## config.mk

```make
export PLATFORM = sky130hd
export DESIGN_NAME = load_store_unit
export DESIGN_NICKNAME = d
export VERILOG_FILES = /design/src/rtl/lsu_pkg.sv /design/src/rtl/lsu_align.sv /design/src/rtl/load_store_unit.sv
export SDC_FILE = /design/constraint.sdc
export NUM_CORES = 1
export LEC_CHECK = 0
export BUFFER_PORTS_ARGS = -buffer_cell sky130_fd_sc_hd__buf_2
export CORE_AREA = 3 3 116 118
export DETAILED_ROUTE_END_ITERATION = 6
export DIE_AREA = 0 0 119 121
export PLACE_DENSITY = 0.8
export SYNTH_ARGS = -nofsm -noshare
export SYNTH_HDL_FRONTEND = slang
export SYNTH_HIERARCHICAL = 1
export SYNTH_SLANG_ARGS = --single-unit
export TNS_END_PERCENT = 20
```

## constraint.sdc

```tcl
create_clock -name i_clk -period 2.39 [get_ports i_clk]
set_input_delay 0.478 -clock i_clk [delete_from_list [all_inputs] [get_ports i_clk]]
set_output_delay 0.478 -clock i_clk [all_outputs]
set_load 0.02 [all_outputs]
```

## src/rtl/lsu_pkg.sv

```systemverilog
// Shared encodings for the load/store unit: funct3 codes, FSM states and error codes.
package lsu_pkg;

  localparam int LP_XLEN = 32;

  localparam logic [2:0] F3_B  = 3'b000;
  localparam logic [2:0] F3_H  = 3'b001;
  localparam logic [2:0] F3_W  = 3'b010;
  localparam logic [2:0] F3_BU = 3'b100;
  localparam logic [2:0] F3_HU = 3'b101;

  typedef enum logic [1:0] {
    ST_IDLE = 2'd0,
    ST_REQ  = 2'd1,
    ST_DONE = 2'd2
  } lsu_state_e;

  localparam logic [1:0] ERR_OK       = 2'b00;
  localparam logic [1:0] ERR_MISALIGN = 2'b01;
  localparam logic [1:0] ERR_TIMEOUT  = 2'b10;
  localparam logic [1:0] ERR_FUNCT3   = 2'b11;

endpackage

```

## src/rtl/lsu_align.sv

```systemverilog
// Combinational lane logic: store steering, access checking and load extraction/extension.
module lsu_align
  import lsu_pkg::*;
(
  input  logic [2:0]         i_funct3,
  input  logic               i_is_store,
  input  logic [1:0]         i_addr_lo,
  input  logic [LP_XLEN-1:0] i_wdata,
  output logic [3:0]         o_be,
  output logic [LP_XLEN-1:0] o_wdata,
  output logic [1:0]         o_err,
  input  logic [2:0]         i_ld_funct3,
  input  logic [1:0]         i_ld_addr_lo,
  input  logic [LP_XLEN-1:0] i_mem_rdata,
  output logic [LP_XLEN-1:0] o_ld_data
);

  logic       w_valid;
  logic       w_misaligned;
  logic [7:0] w_byte;
  logic [15:0] w_half;

  // funct3[1:0] gives the access size for both signed and unsigned variants
  always_comb begin
    o_be    = 4'b0000;
    o_wdata = '0;
    case (i_funct3[1:0])
      2'b00: begin
        o_be    = 4'b0001 << i_addr_lo;
        o_wdata = {4{i_wdata[7:0]}};
      end
      2'b01: begin
        o_be    = i_addr_lo[1] ? 4'b1100 : 4'b0011;
        o_wdata = {2{i_wdata[15:0]}};
      end
      2'b10: begin
        o_be    = 4'b1111;
        o_wdata = i_wdata;
      end
      default: begin
        o_be    = 4'b0000;
        o_wdata = '0;
      end
    endcase
    if (!i_is_store) begin
      o_wdata = '0;
    end
  end

  always_comb begin
    if (i_is_store) begin
      w_valid = (i_funct3 == F3_B) || (i_funct3 == F3_H) || (i_funct3 == F3_W);
    end else begin
      w_valid = (i_funct3 == F3_B) || (i_funct3 == F3_H) || (i_funct3 == F3_W) ||
                (i_funct3 == F3_BU) || (i_funct3 == F3_HU);
    end
    w_misaligned = ((i_funct3[1:0] == 2'b01) && i_addr_lo[0]) ||
                   ((i_funct3[1:0] == 2'b10) && (i_addr_lo != 2'b00));
    if (!w_valid) begin
      o_err = ERR_FUNCT3;
    end else if (w_misaligned) begin
      o_err = ERR_MISALIGN;
    end else begin
      o_err = ERR_OK;
    end
  end

  always_comb begin
    case (i_ld_addr_lo)
      2'b00:   w_byte = i_mem_rdata[7:0];
      2'b01:   w_byte = i_mem_rdata[15:8];
      2'b10:   w_byte = i_mem_rdata[23:16];
      default: w_byte = i_mem_rdata[31:24];
    endcase
    w_half = i_ld_addr_lo[1] ? i_mem_rdata[31:16] : i_mem_rdata[15:0];

    // funct3[2] set means zero-extend
    case (i_ld_funct3[1:0])
      2'b00:   o_ld_data = {{24{w_byte[7] & ~i_ld_funct3[2]}}, w_byte};
      2'b01:   o_ld_data = {{16{w_half[15] & ~i_ld_funct3[2]}}, w_half};
      default: o_ld_data = i_mem_rdata;
    endcase
  end

endmodule

```

## src/rtl/load_store_unit.sv

```systemverilog
// Memory-access stage: FSM, request registers and timeout counter around lsu_align.
module load_store_unit
  import lsu_pkg::*;
#(
  parameter int WIDTH_DATA_LENGTH = 32,
  parameter int TIMEOUT_CYCLES    = 16
) (
  input  logic                         i_clk,
  input  logic                         i_rst_n,
  input  logic                         i_start,
  input  logic                         i_is_store,
  input  logic [2:0]                   i_funct3,
  input  logic [WIDTH_DATA_LENGTH-1:0] i_addr,
  input  logic [WIDTH_DATA_LENGTH-1:0] i_wdata,
  output logic                         o_stall,
  output logic                         o_done,
  output logic [WIDTH_DATA_LENGTH-1:0] o_rdata,
  output logic [1:0]                   o_err,
  output logic                         o_mem_req,
  output logic                         o_mem_we,
  output logic [WIDTH_DATA_LENGTH-1:0] o_mem_addr,
  output logic [3:0]                   o_mem_be,
  output logic [WIDTH_DATA_LENGTH-1:0] o_mem_wdata,
  input  logic                         i_mem_ready,
  input  logic [WIDTH_DATA_LENGTH-1:0] i_mem_rdata
);

  localparam logic [7:0] LP_CNT_LAST = 8'(TIMEOUT_CYCLES - 1);

  lsu_state_e                   r_state;
  logic                         r_is_store;
  logic [2:0]                   r_funct3;
  logic [1:0]                   r_addr_lo;
  logic [7:0]                   r_cnt;
  logic                         r_done;
  logic [1:0]                   r_err;
  logic [WIDTH_DATA_LENGTH-1:0] r_rdata;
  logic                         r_mem_req;
  logic                         r_mem_we;
  logic [WIDTH_DATA_LENGTH-1:0] r_mem_addr;
  logic [3:0]                   r_mem_be;
  logic [WIDTH_DATA_LENGTH-1:0] r_mem_wdata;

  logic [3:0]                   w_be;
  logic [WIDTH_DATA_LENGTH-1:0] w_wdata;
  logic [1:0]                   w_err;
  logic [WIDTH_DATA_LENGTH-1:0] w_ld_data;

  lsu_align u_align (
    .i_funct3     (i_funct3),
    .i_is_store   (i_is_store),
    .i_addr_lo    (i_addr[1:0]),
    .i_wdata      (i_wdata),
    .o_be         (w_be),
    .o_wdata      (w_wdata),
    .o_err        (w_err),
    .i_ld_funct3  (r_funct3),
    .i_ld_addr_lo (r_addr_lo),
    .i_mem_rdata  (i_mem_rdata),
    .o_ld_data    (w_ld_data)
  );

  always_ff @(posedge i_clk or negedge i_rst_n) begin
    if (!i_rst_n) begin
      r_state     <= ST_IDLE;
      r_is_store  <= 1'b0;
      r_funct3    <= 3'b000;
      r_addr_lo   <= 2'b00;
      r_cnt       <= 8'd0;
      r_done      <= 1'b0;
      r_err       <= ERR_OK;
      r_rdata     <= '0;
      r_mem_req   <= 1'b0;
      r_mem_we    <= 1'b0;
      r_mem_addr  <= '0;
      r_mem_be    <= 4'b0000;
      r_mem_wdata <= '0;
    end else begin
      r_done <= 1'b0;
      case (r_state)
        ST_IDLE: begin
          if (i_start) begin
            r_is_store <= i_is_store;
            r_funct3   <= i_funct3;
            r_addr_lo  <= i_addr[1:0];
            r_cnt      <= 8'd0;
            if (w_err != ERR_OK) begin
              r_state <= ST_DONE;
              r_done  <= 1'b1;
              r_err   <= w_err;
            end else begin
              r_state     <= ST_REQ;
              r_mem_req   <= 1'b1;
              r_mem_we    <= i_is_store;
              r_mem_addr  <= {i_addr[WIDTH_DATA_LENGTH-1:2], 2'b00};
              r_mem_be    <= w_be;
              r_mem_wdata <= w_wdata;
            end
          end
        end
        ST_REQ: begin
          r_cnt <= r_cnt + 8'd1;
          if (i_mem_ready) begin
            r_mem_req <= 1'b0;
            r_state   <= ST_DONE;
            r_done    <= 1'b1;
            r_err     <= ERR_OK;
            if (!r_is_store) begin
              r_rdata <= w_ld_data;
            end
          end else if (r_cnt == LP_CNT_LAST) begin
            r_mem_req <= 1'b0;
            r_state   <= ST_DONE;
            r_done    <= 1'b1;
            r_err     <= ERR_TIMEOUT;
            r_rdata   <= '0;
          end
        end
        ST_DONE: begin
          r_state <= ST_IDLE;
          r_cnt   <= 8'd0;
        end
        default: r_state <= ST_IDLE;
      endcase
    end
  end

  // Stall is combinational in IDLE so the core freezes in the same cycle it issues start
  assign o_stall = i_rst_n & ((r_state == ST_IDLE) ? i_start : (r_state == ST_REQ));

  assign o_done      = r_done;
  assign o_err       = r_err;
  assign o_rdata     = r_rdata;
  assign o_mem_req   = r_mem_req;
  assign o_mem_we    = r_mem_we;
  assign o_mem_addr  = r_mem_addr;
  assign o_mem_be    = r_mem_be;
  assign o_mem_wdata = r_mem_wdata;

endmodule

```

# Word-level counts from Yosys, hierarchy flattened
# Cells that the tools add are included.
dict set report word_totals {
  regBits 119
  input_bits 104
  output_inout_bits 106
}
dict set report op_classes {
  add_sub_neg 1
  eq_ne 17
  shifts 1
  n_mux 35
  bitwise 5
  n_reduce_logical 24
}
# operator count
set ops {}
lappend ops {{2-to-1 mux 32 bit} 4}
lappend ops {{one-hot mux 32 bit (3 select lines)} 1}
lappend ops {{one-hot mux 32 bit (2 select lines)} 1}
lappend ops {{one-hot mux 8 bit (3 select lines)} 2}
lappend ops {{2-to-1 mux 16 bit} 1}
lappend ops {{2-to-1 mux 2 bit} 8}
lappend ops {{one-hot mux 4 bit (3 select lines)} 1}
lappend ops {{2-to-1 mux 1 bit} 11}
lappend ops {{adder 8 x 1 -> 8 bit, second input constant} 1}
lappend ops {{equality test 2 x 1 -> 1 bit, second input constant} 4}
lappend ops {{equality test 8 x 4 -> 1 bit, second input constant} 1}
lappend ops {{logical NOT 2 bit} 4}
lappend ops {{2-to-1 mux 8 bit} 1}
lappend ops {{inequality test 2 bit, second input constant} 4}
lappend ops {{one-hot mux 2 bit (2 select lines)} 2}
lappend ops {{AND reduction 4 bit} 2}
lappend ops {{nonzero test 2 bit} 4}
lappend ops {{equality test 2 bit, second input constant} 3}
lappend ops {{equality test 3 bit, second input constant} 2}
lappend ops {{AND reduction 2 bit} 3}
lappend ops {{AND reduction 3 bit} 2}
lappend ops {{logical OR 1 bit} 5}
lappend ops {{2-to-1 mux 4 bit} 1}
lappend ops {{one-hot mux 1 bit (2 select lines)} 2}
lappend ops {{9 further kinds} 13}

# Logic depth before layout (Yosys ltp)
# Gate-level depths: netlist of the first run.
dict set report logic_depth {
  ltp_word 11
  ltp_mapped 10
  ltp_nobuf 6
}

# Hierarchy
# Netlist of the first run, hierarchy kept.
# mod instances cells_each area_each_um2 seq_area_each_um2
set modules_own_cells {}
lappend modules_own_cells {load_store_unit 1 344 4874.7 2977.9}
lappend modules_own_cells {lsu_align 1 241 1497.7 0.0}

# Least setup slack after synthesis of the first run
# Ideal clock, no wire load.
dict set report synth_timing {
  kind {in2reg}
  startpoint {input i_funct3[0]}
  endpoint {register r_mem_wdata[15], in the netlist o_mem_wdata[15]}
  arrival_ns 2.157
  path_slack_ns 0.108
  path_stages 10
  n_path_buf 4
  cell_sequence {clkbuf_1 > nor2b_1 > clkbuf_1 > o21ai_0 > nand3b_1 > nor2_1 > nand2_1 > buf_2 > buf_2 > mux2_2}
}
dict set report synth_between {
  elab_chain_cells 10
  elab_cells_between_ends 23
  classes_between {eq/ne: 6; mux: 5; bitwise: 1; reduce/logical: 11}
}
# element line
set synth_lines {}
lappend synth_lines {{from (decl)} load_store_unit.sv:12} ;# input logic [2:0] i_funct3,
lappend synth_lines {{equality test 3 x 1 -> 1 bit / logical NOT 3 bit (equally long branches)} {lsu_align.sv:52, lsu_align.sv:54}}
lappend synth_lines {{logical OR 1 bit (2 in series)} {lsu_align.sv:52, lsu_align.sv:54}}
lappend synth_lines {{logical OR 1 bit} lsu_align.sv:54} ;# w_valid = (i_funct3 == F3_B) || (i_funct3 == F3_H) || (i_funct3 == F3_W) ||
lappend synth_lines {{logical OR 1 bit} lsu_align.sv:55} ;# (i_funct3 == F3_BU) || (i_funct3 == F3_HU);
lappend synth_lines {{2-to-1 mux 1 bit} lsu_align.sv:51} ;# if (i_is_store) begin
lappend synth_lines {{2-to-1 mux 2 bit *} lsu_align.sv:59} ;# if (!w_valid) begin
lappend synth_lines {{net w_err[0]} load_store_unit.sv:46} ;# logic [1:0] w_err;
lappend synth_lines {{nonzero test 2 bit *} load_store_unit.sv:87} ;# if (w_err != ERR_OK) begin
lappend synth_lines {{NOT 1 bit (no line) *} -}
lappend synth_lines {{AND reduction 3 bit (no line) *} -}
lappend synth_lines {{to (signal assigned)} load_store_unit.sv:97} ;# r_mem_wdata <= w_wdata;
lappend synth_lines {{to (decl)} load_store_unit.sv:42} ;# logic [WIDTH_DATA_LENGTH-1:0] r_mem_wdata;
# Mark *: on every way through the listed nets, which the timed path passes. The rest lies on a longest branch.
# A chain may end at the register's enable or synchronous reset.

# Worst setup path in the final report of the first run
dict set report layout_timing {
  startpoint {register r_cnt[0]}
  endpoint {register r_rdata[22], in the netlist o_rdata[22]}
}
dict set report layout_between {
  elab_chain_cells 3
}
# element line
set layout_lines {}
lappend layout_lines {{from (decl)} load_store_unit.sv:34} ;# logic [7:0] r_cnt;
lappend layout_lines {{from (signal assigned)} load_store_unit.sv:102} ;# r_cnt <= r_cnt + 8'd1;
lappend layout_lines {{equality test 8 x 4 -> 1 bit} load_store_unit.sv:111} ;# end else if (r_cnt == LP_CNT_LAST) begin
lappend layout_lines {{nonzero test 2 bit (no line)} -}
lappend layout_lines {{AND reduction 3 bit (no line)} -}
lappend layout_lines {{to (signal assigned)} load_store_unit.sv:109} ;# r_rdata <= w_ld_data;
lappend layout_lines {{to (decl)} load_store_unit.sv:37} ;# logic [WIDTH_DATA_LENGTH-1:0] r_rdata;
# Every way passes these cells.

==> summary.md, run 1 <==
| Metric | Value |
|---|---|
| Post CTS Setup Buffer Count | `0` |
| Synth top area share | `46.7%` |
| Period minus WS final | `between 2 and 2.5 ns` |
| Logic gate share of total power | `32.9%` |
| Total of warnings raised by yosys | `6` |
| Core area | `about 13,000 um^2` |
| Switching pwr | `roughly 2800 uW` |
| Synth-to-layout area growth | `27.7%` |
| Reg clk slew, reported paths | `roughly 0.05 ns` |
| Final antenna-violating net count | `0` |
| Layout cells sized above 1 | `a little over two fifths` |
| Status | `complete, no violations` |
| Crit path DAT | `between 2 and 2.5 ns` |
| Slowest Stage Delay on Critical Path | `~0.75 ns` |
| Final WS setup | `between 0.3 and 0.4 ns` |
| Num rows | `41` |
| Max-cap viol count | `0` |
| # fillers | `982` |
| Placed Cells | `between 900 and 1,000` |
| Top sig layer | `met5` |
| Ys async rst share | `100%` |
| Die area | `~14,000 um^2` |
| Critical Path Sink Type | `flip-flop` |
| Worst-path cell chain | `ha_1 > and3_1 > a31oi_4 > a221o_1` |
| Slew margin rel. | `34.9%` |
| RSZ-0062 raised after global routing | `no` |
| CP bufs+invs | `0` |
| Synth Flop Type | `dfrtp_1` |
| Starting DRT DRC Count | `592` |
| Synth unique cells | `51` |
| Die Y | `roughly 120 um` |
| I/O pins | `210` |
| Req. time, crit path | `around 2.7 ns` |
| Critical Path Slowest Stage Cell | `a31oi_4` |
| Clock tree buffer depth | `2` |
| Final-report setup violation count | `0` |
| Worst Tran Pin Value | `approximately 1 ns` |
| GRT Total Usage | `25.1%` |
| Pwr dens | `slightly below 1000 nW/um^2` |
| Crit path max fanout | `32` |
| Sequential Power Share | `a little over a third` |
| R2r setup slk | `roughly 0.34 ns` |
| Synth Instances | `between 500 and 600` |
| Max-slew violations | `0` |
| Startpoint Class | `flip-flop` |
| Clk pwr share | `32.4%` |
| Most frequent cell after synthesis | `dfrtp_1` |
| # diodes | `0` |
| CTS H-tree depth | `4` |
| Initial antenna violation count | `1` |
| Port Buffer Count | `slightly above 200` |
| Setup_tns | `0 ns` |
| Most frequent cells after synthesis | `119 x dfrtp_1, 74 x mux2_2, 51 x a21oi_1, 51 x nand2_1, 32 x and2_1` |
| WL final | `~18,000 um` |
| #FFs+latches synth | `around 120` |
| Top post-synthesis cells by area | `dfrtp_1 47%, mux2_2 13%, a221o_1 4.7%` |
| EDFF count, synth | `0` |
| Worst setup path category | `flip-flop to flip-flop` |
| Final cycle utilization of the critical path | `85.8%` |
| CTS tree | `yes` |
| Switching fraction of total power | `roughly 34%` |
| Drt wl/cell | `around 19 um` |
| Met1 wire length | `~7000 um` |
| Place WS | `around 0.15 ns` |
| Residual DRC count | `0` |
| Synth area leader | `dfrtp_1` |
| DR vias/cell | `between 5 and 6` |
| Min-Delay Path Class | `input pin to async pin` |
| Clk Latency, worst-skew pair | `approximately 0.4 ns` |
| Largest net degree at the start of global routing | `70` |
| Avg Inst Size Synth | `roughly 11 um^2` |
| Post-Layout Cell Count | `approximately 970` |
| Crit path max-delay family | `compound AO/OA/AOI/OAI gates` |
| Mapped Area | `around 6400 um^2` |
| DIE WIDTH | `approximately 120 um` |
| Sequential-to-total area share from yosys stat | `46.7%` |
| Global route overflow | `0` |
| Number of nets in the layout | `between 800 and 900` |
| Root Driver | `clkbuf_16` |
| Vias | `about 5,600` |
| Initial Util | `roughly half` |
| Wire length on met3 | `about 1600 um` |
| Post-CTS Resized | `0` |
| GPL Wtd Cong | `just over 0.9` |
| Hpwl dp | `12,800 um` |
| Cts bufs inserted | `17` |
| First-pass GRT wire length | `about 29,000 um` |
| DR WL met2 | `approximately 9000 um` |
| Fin. Hold Viols | `0` |
| Internal power | `approximately 5300 uW` |
| Leakage power total | `0.00374 uW` |
| Vias in the first global route | `roughly 5,600` |
| First-pass detailed-route iteration total | `6` |
| Fmax | `between 400 and 500 MHz` |
| Peak VDD IR | `about 0.00060 V` |
| Setup Skew | `approximately 0.0063 ns` |
| CTS Hold Bufs | `0` |
| Clk sinks | `approximately 120` |
-- layout make-up --
cell class / count / area (um^2) / area share, %
repair buffers: 225 / 1190 / 14.6
clock buffers: 20 / 467 / 5.73
inverters: 3 / 11.3 / 0.138
multi-input cells: 416 / 3130 / 38.5
flip-flops and latches: 119 / 2980 / 36.6
well taps: 172 / 215 / 2.64
clock inverters: 12 / 150 / 1.85
-- state kept, by name (all words and copies together) (netlist names) --
| signal | flops |
|---|---|
| o_done | 1 |
| o_err | 2 |
| o_mem_addr | 30 |
| o_mem_be | 4 |
| o_mem_req | 1 |
| o_mem_wdata | 32 |
| o_mem_we | 1 |
| o_rdata | 32 |
| r_addr_lo | 2 |
| r_cnt | 8 |
| r_funct3 | 3 |
| r_is_store | 1 |
| r_state | 2 |
-- cells by family after synthesis --
| kind of cell | after synthesis | synth area share, % |
|---|---|---|
| AND/OR/NAND/NOR | 153 | 13.0 |
| AO/OA/AOI/OAI | 167 | 19.5 |
| multiplexers | 93 | 16.2 |
| buffers and inverters | 51 | 4.32 |
| flip-flops | 119 | 46.7 |
| adder cells (fa/ha/maj) | 1 | 0.196 |
| other | 1 | 0.0588 |
-- power groups by stage --
stage | registers, uW | logic [uW] | clock network [uW]
floorplan | 3310 | 1260 | 0
global placement | 2790 | 2590 | 0
detailed placement | 2830 | 2660 | 0
CTS | 2810 | 2670 | 2670
global route | 2870 | 2850 | 2780
finish | 2810 | 2660 | 2620
-- final timing paths --
path / depth (start not counted) / startpoint / endpoint
worst max-delay path: 4 / r_cnt[0] / o_rdata[22]
worst min-delay path: 2 / i_rst_n / o_mem_we
worst max register to register: 4 / r_cnt[0] / o_rdata[22]
worst min register to register: 1 / o_mem_wdata[4] / o_mem_wdata[4]
max in group asynchronous: 2 / i_rst_n / r_funct3[0]
min in group i_clk: 2 / i_addr[9] / o_mem_addr[9]
-- worst register-to-register path, stage by stage, from the launching register on --
cell and delay (ns):
dfrtp_1 0.41, ha_1 0.26, and3_1 0.23, a31oi_4 0.75
a221o_1 0.33
-- per-layer routing --
| metal | GRT usage (%) | up-vias |
|---|---|---|
| met5 | 0 | - |
| met4 | 8.04 | 2 |
| met3 | 7.93 | 26 |
| met2 | 41.1 | 294 |
| met1 | 31.7 | 2722 |
| li1 | - | 2525 |
-- per-stage QoR --
| stage | util, % | hold slack (ns) | cell area (um^2) | total power (uW) |
|---|---|---|---|---|
| 3_3_place_gp | 59.8 | 0.484 | 7520 | 5380 |
| 3_5_place_dp | 59.8 | 0.489 | 7520 | 5490 |
| 6_report | 64.7 | 0.214 | 8140 | 8090 |
| 4_1_cts | 64.7 | 0.220 | 8140 | 8140 |
| 5_1_grt | 64.7 | 0.251 | 8140 | 8500 |
| 2_1_floorplan | - | 0.182 | 6380 | 4580 |
-- layout by cell type (no fill, tap or decap), types with 3 or more instances in the layout --
cell type and count:
and2_1 32, a21o_1 16, nand2_1 50, nor2b_1 23, clkbuf_8 3, o22a_1 7
a21boi_0 24, mux2i_1 17, bufinv_16 3, inv_1 3, clkinv_2 4, clkinvlp_4 3
nand3_1 5, mux2_2 74, buf_4 18, nor2_1 9, a21oi_1 51, a221o_1 30
buf_2 206, nand2b_1 10, o21ai_0 11, and3_1 10, dfrtp_1 119, clkbuf_16 17
o221ai_1 8
(Power assumes the default switching activity.)
==> inputs of run 2 (changes only) <==
--- a/config.mk
+++ b/config.mk
@@ -6,10 +6,12 @@
 export NUM_CORES = 1
 export LEC_CHECK = 0
 export BUFFER_PORTS_ARGS = -buffer_cell sky130_fd_sc_hd__buf_2
-export CORE_AREA = 3 3 116 118
+export CELL_PAD_IN_SITES_DETAIL_PLACEMENT = 0
+export CELL_PAD_IN_SITES_GLOBAL_PLACEMENT = 1
+export CORE_AREA = 3 3 132 134
 export DETAILED_ROUTE_END_ITERATION = 6
-export DIE_AREA = 0 0 119 121
-export PLACE_DENSITY = 0.8
+export DIE_AREA = 0 0 135 137
+export PLACE_DENSITY_LB_ADDON = 0.1
 export SYNTH_ARGS = -nofsm -noshare
 export SYNTH_HDL_FRONTEND = slang
 export SYNTH_HIERARCHICAL = 1
==> summary.md, run 2 (synthesis gave the netlist of run 1 again) <==
| Metric | Value |
|---|---|
| Startpoint Class | `flip-flop` |
| Fmax | `484 MHz (-0.74%)` |
| CTS Hold Bufs | `0 (unchanged)` |
| Cts bufs inserted | `17 (unchanged)` |
| Sequential Power Share | `33.1% (-1.6 points)` |
| Post CTS Setup Buffer Count | `0 (unchanged)` |
| Vias in the first global route | `5,436 (-2.9%)` |
| Setup_tns | `0 ns (unchanged)` |
| Num rows | `47 (+15%)` |
| Crit path max fanout | `32 (unchanged)` |
| Leakage power total | `0.00376 uW (+0.69%)` |
| Initial Util | `38.8% (-12 points)` |
| Hpwl dp | `13,000 um (+1.8%)` |
| Clk Latency, worst-skew pair | `0.41 ns (about the same)` |
| Peak VDD IR | `0.000526 V (-12%)` |
| Reg clk slew, reported paths | `0.06 ns (about the same)` |
| Multi-input logic area | `3130 um^2 (unchanged)` |
| Drt wl/cell | `18.1 um (-2.5%)` |
| Clk pwr share | `35.4% (+3.0 points)` |
| DR WL met2 | `8690 um (-2.4%)` |
| Vias | `5,363 (-3.7%)` |
| Worst Tran Pin Value | `0.957 ns (-0.0155 ns)` |
| Period minus WS final | `2.07 ns (+0.0154 ns)` |
| Critical Path Slowest Stage Cell | `a31oi_4` |
| Switching fraction of total power | `33.0% (-1.4 points)` |
| Final antenna-violating net count | `0 (unchanged)` |
| Status | `complete, no violations` |
| Root Driver | `clkbuf_16` |
| GPL Wtd Cong | `0.798 (-14%)` |
| Max-slew violations | `0 (unchanged)` |
| Most frequent cells in the layout | `206 x buf_2, 119 x dfrtp_1, 74 x mux2_2, 51 x a21oi_1, 50 x nand2_1` |
| Synth-to-layout area growth | `29.6%` |
| Wire length on met3 | `1540 um (-4.8%)` |
| Min-Delay Path Class | `input pin to async pin` |
| Worst setup path category | `flip-flop to flip-flop` |
| Placement Cell Area | `7570 um^2 (+0.70%)` |
| WL final | `18,400 um (+2.2%)` |
| Fin. Hold Viols | `0 (unchanged)` |
| # fillers | `1,526 (+55%)` |
| Final instance area | `8260 um^2 (+1.5%)` |
| Final WS setup | `0.323 ns (-0.0154 ns)` |
| CTS H-tree depth | `4 (unchanged)` |
| Hold_ws | `0.159 ns (-0.0552 ns)` |
| GRT Total Usage | `20.0% (-5.1 points)` |
| Clock tree buffer depth | `2 (unchanged)` |
| Logic gate share of total power | `31.5% (-1.4 points)` |
| Die area | `18,500 um^2 (+28%)` |
| Place WS | `0.181 ns (+0.0343 ns)` |
| I/O pins | `210 (unchanged)` |
| Slew margin rel. | `36.2% (+1.3 points)` |
| First-pass GRT wire length | `29,100 um (+1.3%)` |
| DIE WIDTH | `135 um (+13%)` |
| Setup Skew | `0.00736 ns (+0.00108 ns)` |
| First-pass detailed-route iteration total | `5 (-1)` |
| Core area | `16,400 um^2 (+31%)` |
| Starting DRT DRC Count | `256 (-57%)` |
| RSZ-0062 raised after global routing | `no` |
| Crit path DAT | `2.41 ns (+0.02 ns)` |
| Initial antenna violation count | `3 (+2)` |
| Critical Path Sink Type | `flip-flop` |
| Residual DRC count | `0 (unchanged)` |
| Switching pwr | `2780 uW (-0.23%)` |
| Number of nets in the layout | `886 (-0.11%)` |
| Final cycle utilization of the critical path | `86.5% (+0.64 points)` |
| Largest net degree at the start of global routing | `120 (+71%)` |
| Port Buffer Count | `207 (unchanged)` |
| Max-cap viol count | `0 (unchanged)` |
| Post-CTS Resized | `0 (unchanged)` |
| Clk sinks | `119 (unchanged)` |
| Global route overflow | `0 (unchanged)` |
| Worst-path cell chain | `ha_1 > and3_1 > a31oi_4 > a221o_1` |
| Top sig layer | `met5` |
| Final-report setup violation count | `0 (unchanged)` |
| Met1 wire length | `7920 um (+12%)` |
| # diodes | `0 (unchanged)` |
| Most common cell after layout, fill and taps aside | `buf_2` |
| Pwr dens | `1020 nW/um^2 (+2.4%)` |
| Layout cells sized above 1 | `43.3% (-0.20 points)` |
| CTS tree | `yes` |
| Internal power | `5630 uW (+6.1%)` |
| Slowest Stage Delay on Critical Path | `0.80 ns (+0.05 ns)` |
| Die Y | `137 um (+13%)` |
| DR vias/cell | `5.29 (-8.2%)` |
| Req. time, crit path | `2.73 ns (about the same)` |
| Reg area | `2980 um^2 (unchanged)` |
[run 2: power groups by stage]
stage / clock network, uW / logic [uW] / registers [uW]
floorplan: 0 / 1260 / 3310
global placement: 0 / 2630 / 2800
detailed placement: 0 / 2680 / 2810
CTS: 3040 / 2680 / 2790
global route: 3150 / 2880 / 2850
finish: 2970 / 2650 / 2780
[run 2: area by class of cell]
type                            instances  area share [%]
Clock inverter                         11            2.64
Multi-Input combinational cell        416            37.9
Clock buffer                           21            5.69
Sequential cell                       119            36.0
Timing Repair Buffer                  224            14.3
Inverter                                3           0.136
Tap cell                              220            3.33
[run 2: worst paths after layout]
path                               startpoint             to  slack [ns]  cells past startpoint
worst max-delay path                 r_cnt[0]    o_rdata[17]        0.32                      4
worst min-delay path                  i_rst_n       r_cnt[3]        0.16                      2
worst max register to register       r_cnt[0]    o_rdata[17]        0.32                      4
worst min register to register  o_mem_addr[2]  o_mem_addr[2]        0.50                      1
max in group asynchronous             i_rst_n    o_mem_be[1]        1.68                      2
min in group i_clk                  i_addr[6]  o_mem_addr[6]        0.30                      2
[run 2: worst max-delay path, delay by kind of cell (launching register included)]
| family | cells | cell delay (ns) |
|---|---|---|
| DFF | 1 | 0.41 |
| adders and majority gates | 1 | 0.25 |
| and+or+nand+nor | 1 | 0.23 |
| AOI/OAI and AO/OA | 2 | 1.10 |
[run 2: metal layers]
layer	vias up	track usage [%]
met5	-	0
met4	6	5.26
met3	20	8.01
met2	187	31.0
met1	2627	26.1
li1	2523	-
[run 2: metrics by stage]
step           utilization, %  std cells  power, uW
2_1_floorplan               -        586       4580
3_3_place_gp             46.2        982       5430
3_5_place_dp             46.2        982       5490
4_1_cts                  50.4       1014       8510
5_1_grt                  50.4       1014       8880
6_report                 50.4       1014       8400
==> inputs of run 3 (changes only) <==
--- a/config.mk
+++ b/config.mk
@@ -5,6 +5,7 @@
 export SDC_FILE = /design/constraint.sdc
 export NUM_CORES = 1
 export LEC_CHECK = 0
+export ABC_CLOCK_PERIOD_IN_PS = 2000
 export BUFFER_PORTS_ARGS = -buffer_cell sky130_fd_sc_hd__buf_2
 export CELL_PAD_IN_SITES_DETAIL_PLACEMENT = 0
 export CELL_PAD_IN_SITES_GLOBAL_PLACEMENT = 1
==> constraint.sdc (replaced) <==
create_clock -name i_clk -period 2 [get_ports i_clk]
set_input_delay 0.4 -clock i_clk [delete_from_list [all_inputs] [get_ports i_clk]]
set_output_delay 0.4 -clock i_clk [all_outputs]
set_load 0.02 [all_outputs]
==> summary.md, run 3 (synthesis gave the netlist of run 1 again) <==
| Metric | Value |
|---|---|
| Largest net degree at the start of global routing | `120 (unchanged)` |
| CTS tree | `yes` |
| Clock tree buffer depth | `2 (unchanged)` |
| Most common cell after layout, fill and taps aside | `buf_2` |
| Hpwl dp | `13,000 um (about the same)` |
| Met1 Usage GRT | `25.1% (-0.95 points)` |
| Vias | `5,418 (+1.0%)` |
| Final antenna-violating net count | `0 (unchanged)` |
| Final WS setup | `0.174 ns (-0.149 ns)` |
| Starting DRT DRC Count | `337 (+32%)` |
| Peak VDD IR | `0.000666 V (+27%)` |
| Worst Tran Pin Value | `0.940 ns (-0.0171 ns)` |
| Crit. Startpoint | `r_state[0]` |
| Placed Cells | `990 (+0.81%)` |
| Slowest Stage Delay on Critical Path | `0.51 ns (-0.29 ns)` |
| Crit path DAT | `1.43 ns (-0.98 ns)` |
| First-pass detailed-route iteration total | `5 (unchanged)` |
| Port Buffer Count | `207 (unchanged)` |
| Core area | `16,400 um^2 (unchanged)` |
| Cts bufs inserted | `17 (unchanged)` |
| M3 GR Usage | `7.76% (-0.26 points)` |
| Synth-to-layout area growth | `30.5%` |
| Min-Delay Path Class | `input pin to async pin` |
| Residual DRC count | `0 (unchanged)` |
| Worst setup path category | `flip-flop to primary output` |
| I/O pins | `210 (unchanged)` |
| Final core utilization | `50.7% (+0.34 points)` |
| Clk Latency, worst-skew pair | `0.42 ns (about the same)` |
| Critical Path Sink Type | `primary output` |
| Max-cap viol count | `0 (unchanged)` |
| Clk sinks | `119 (unchanged)` |
| Critical Path Slowest Stage Cell | `dfrtp_1` |
| Fmax | `around 550 MHz` |
| DIE WIDTH | `135 um (unchanged)` |
| GPL Wtd Cong | `0.801 (+0.38%)` |
| Global route overflow | `0 (unchanged)` |
| Reg-to-reg startpoint | `r_cnt[0]` |
| Setup Skew | `0.0155 ns (+0.00812 ns)` |
| Die area | `18,500 um^2 (unchanged)` |
| Die Y | `137 um (unchanged)` |
| Most frequent cells in the layout | `206 x buf_2, 119 x dfrtp_1, 74 x mux2_2, 51 x a21oi_1, 50 x nand2_1` |
| CTS H-tree depth | `4 (unchanged)` |
| DR vias/cell | `5.29 (about the same)` |
| Crit path max fanout | `8 (-75%)` |
| Post-Layout Cell Count | `1,024 (+0.99%)` |
| First-pass GRT wire length | `28,900 um (-0.78%)` |
| Num rows | `47 (unchanged)` |
| Initial Util | `38.8% (unchanged)` |
| CTS Hold Bufs | `0 (unchanged)` |
| Root Driver | `clkbuf_16` |
| RSZ-0062 raised after global routing | `no` |
| Worst-path cell chain | `nor2b_1 > o21a_1 > buf_2` |
| Pwr dens | `1170 nW/um^2 (+15%)` |
| Startpoint Class | `flip-flop` |
| Crit path max-delay family | `flip-flops` |
| Vias in the first global route | `5,495 (+1.1%)` |
| GR peak layer | `met2` |
| GRT Total Usage | `19.8% (-0.15 points)` |
| Reg clk slew, reported paths | `0.06 ns (about the same)` |
| Layout cells sized above 1 | `44.1% (+0.76 points)` |
| Slew margin rel. | `37.1% (+0.91 points)` |
| Met2 usage | `31.7% (+0.69 points)` |
| Place WS | `0.0812 ns (-0.0995 ns)` |
| Leakage power total | `0.00380 uW (+0.89%)` |
| Period minus WS final | `1.83 ns` |
| Setup_tns | `0 ns (unchanged)` |
| Status | `complete, no violations` |
| Number of nets in the layout | `895 (+1.0%)` |
| Initial antenna violation count | `1 (-2)` |
| Req. time, crit path | `1.60 ns (-1.13 ns)` |
| Drt wl/cell | `18.0 um (-0.36%)` |
| Fin. Hold Viols | `0 (unchanged)` |
| CP bufs+invs | `1 (+1)` |
| Final cycle utilization of the critical path | `about nine tenths` |
| Max-slew violations | `0 (unchanged)` |
| Final-report setup violation count | `0 (unchanged)` |
| WL final | `18,500 um (+0.63%)` |
## run 3: cell types whose count changed in the layout (fill, tap and decap cells not counted), sizes merged
| cell | delta |
|---|---|
| clkinv | +2 |
| buf | +9 |
| inv | +6 |
| diode | +1 |
| clkbuf | -4 |
| bufinv | -4 |
## run 3: worst paths after layout
kind,to,slack [ns],cells past startpoint
worst max-delay path,o_stall,0.17,3
worst min-delay path,r_cnt[0],0.09,2
worst max register to register,o_rdata[1],0.19,5
worst min register to register,o_mem_addr[28],0.50,1
max in group asynchronous,o_mem_addr[25],1.41,2
min in group i_clk,o_mem_addr[6],0.21,2
## run 3: layout make-up
cell class,instances,area (um^2)
sequential,119,2980
clock inverter,15,166
timing repair buffer,233,1320
inverter,3,11.3
multi-input combinational,416,3140
tap,220,275
clock buffer,17,425
antenna,1,2.50
fill,1535,8090
## run 3: timing repair
| action | in CTS | in global routing |
|---|---|---|
| buffers inserted | 0 | 1 |
| endpoints found under the setup margin | 1 | 1 |
| pin swaps | 0 | 1 |
| cloned | 0 | 0 |
| gates resized for setup | 1 | 0 |
## run 3: worst reg2reg max path, stage by stage (launching register included)
cell and delay (ns):
dfrtp_1 0.41, ha_1 0.24, and3_1 0.32, a31oi_4 0.13
buf_12 0.19, a221o_2 0.40
## run 3: through the flow
stage               hold WS [ns]  power (uW)  cell area [um^2]
finish                    0.0937        9720              8320
floorplan                  0.104        5470              6390
detailed placement         0.487        6670              7710
global route               0.152       10200              8320
global placement           0.484        6590              7710
CTS                        0.140        9810              8310
## run 3: where the power goes
| part | leakage, uW | internal (uW) | switching [uW] |
|---|---|---|---|
| Combinational | 0.00213 | 1400 | 1900 |
| Sequential | 0.00138 | 2980 | 339 |
| Clock | 0.000287 | 1860 | 1230 |
## run 3: per-layer routing
| layer | up-vias | share of wire, % |
|---|---|---|
| li1 | 2538 | - |
| met1 | 2678 | 43 |
| met2 | 185 | 48 |
| met3 | 17 | 8.5 |
| met4 | 0 | 1.1 |
| met5 | - | 0 |
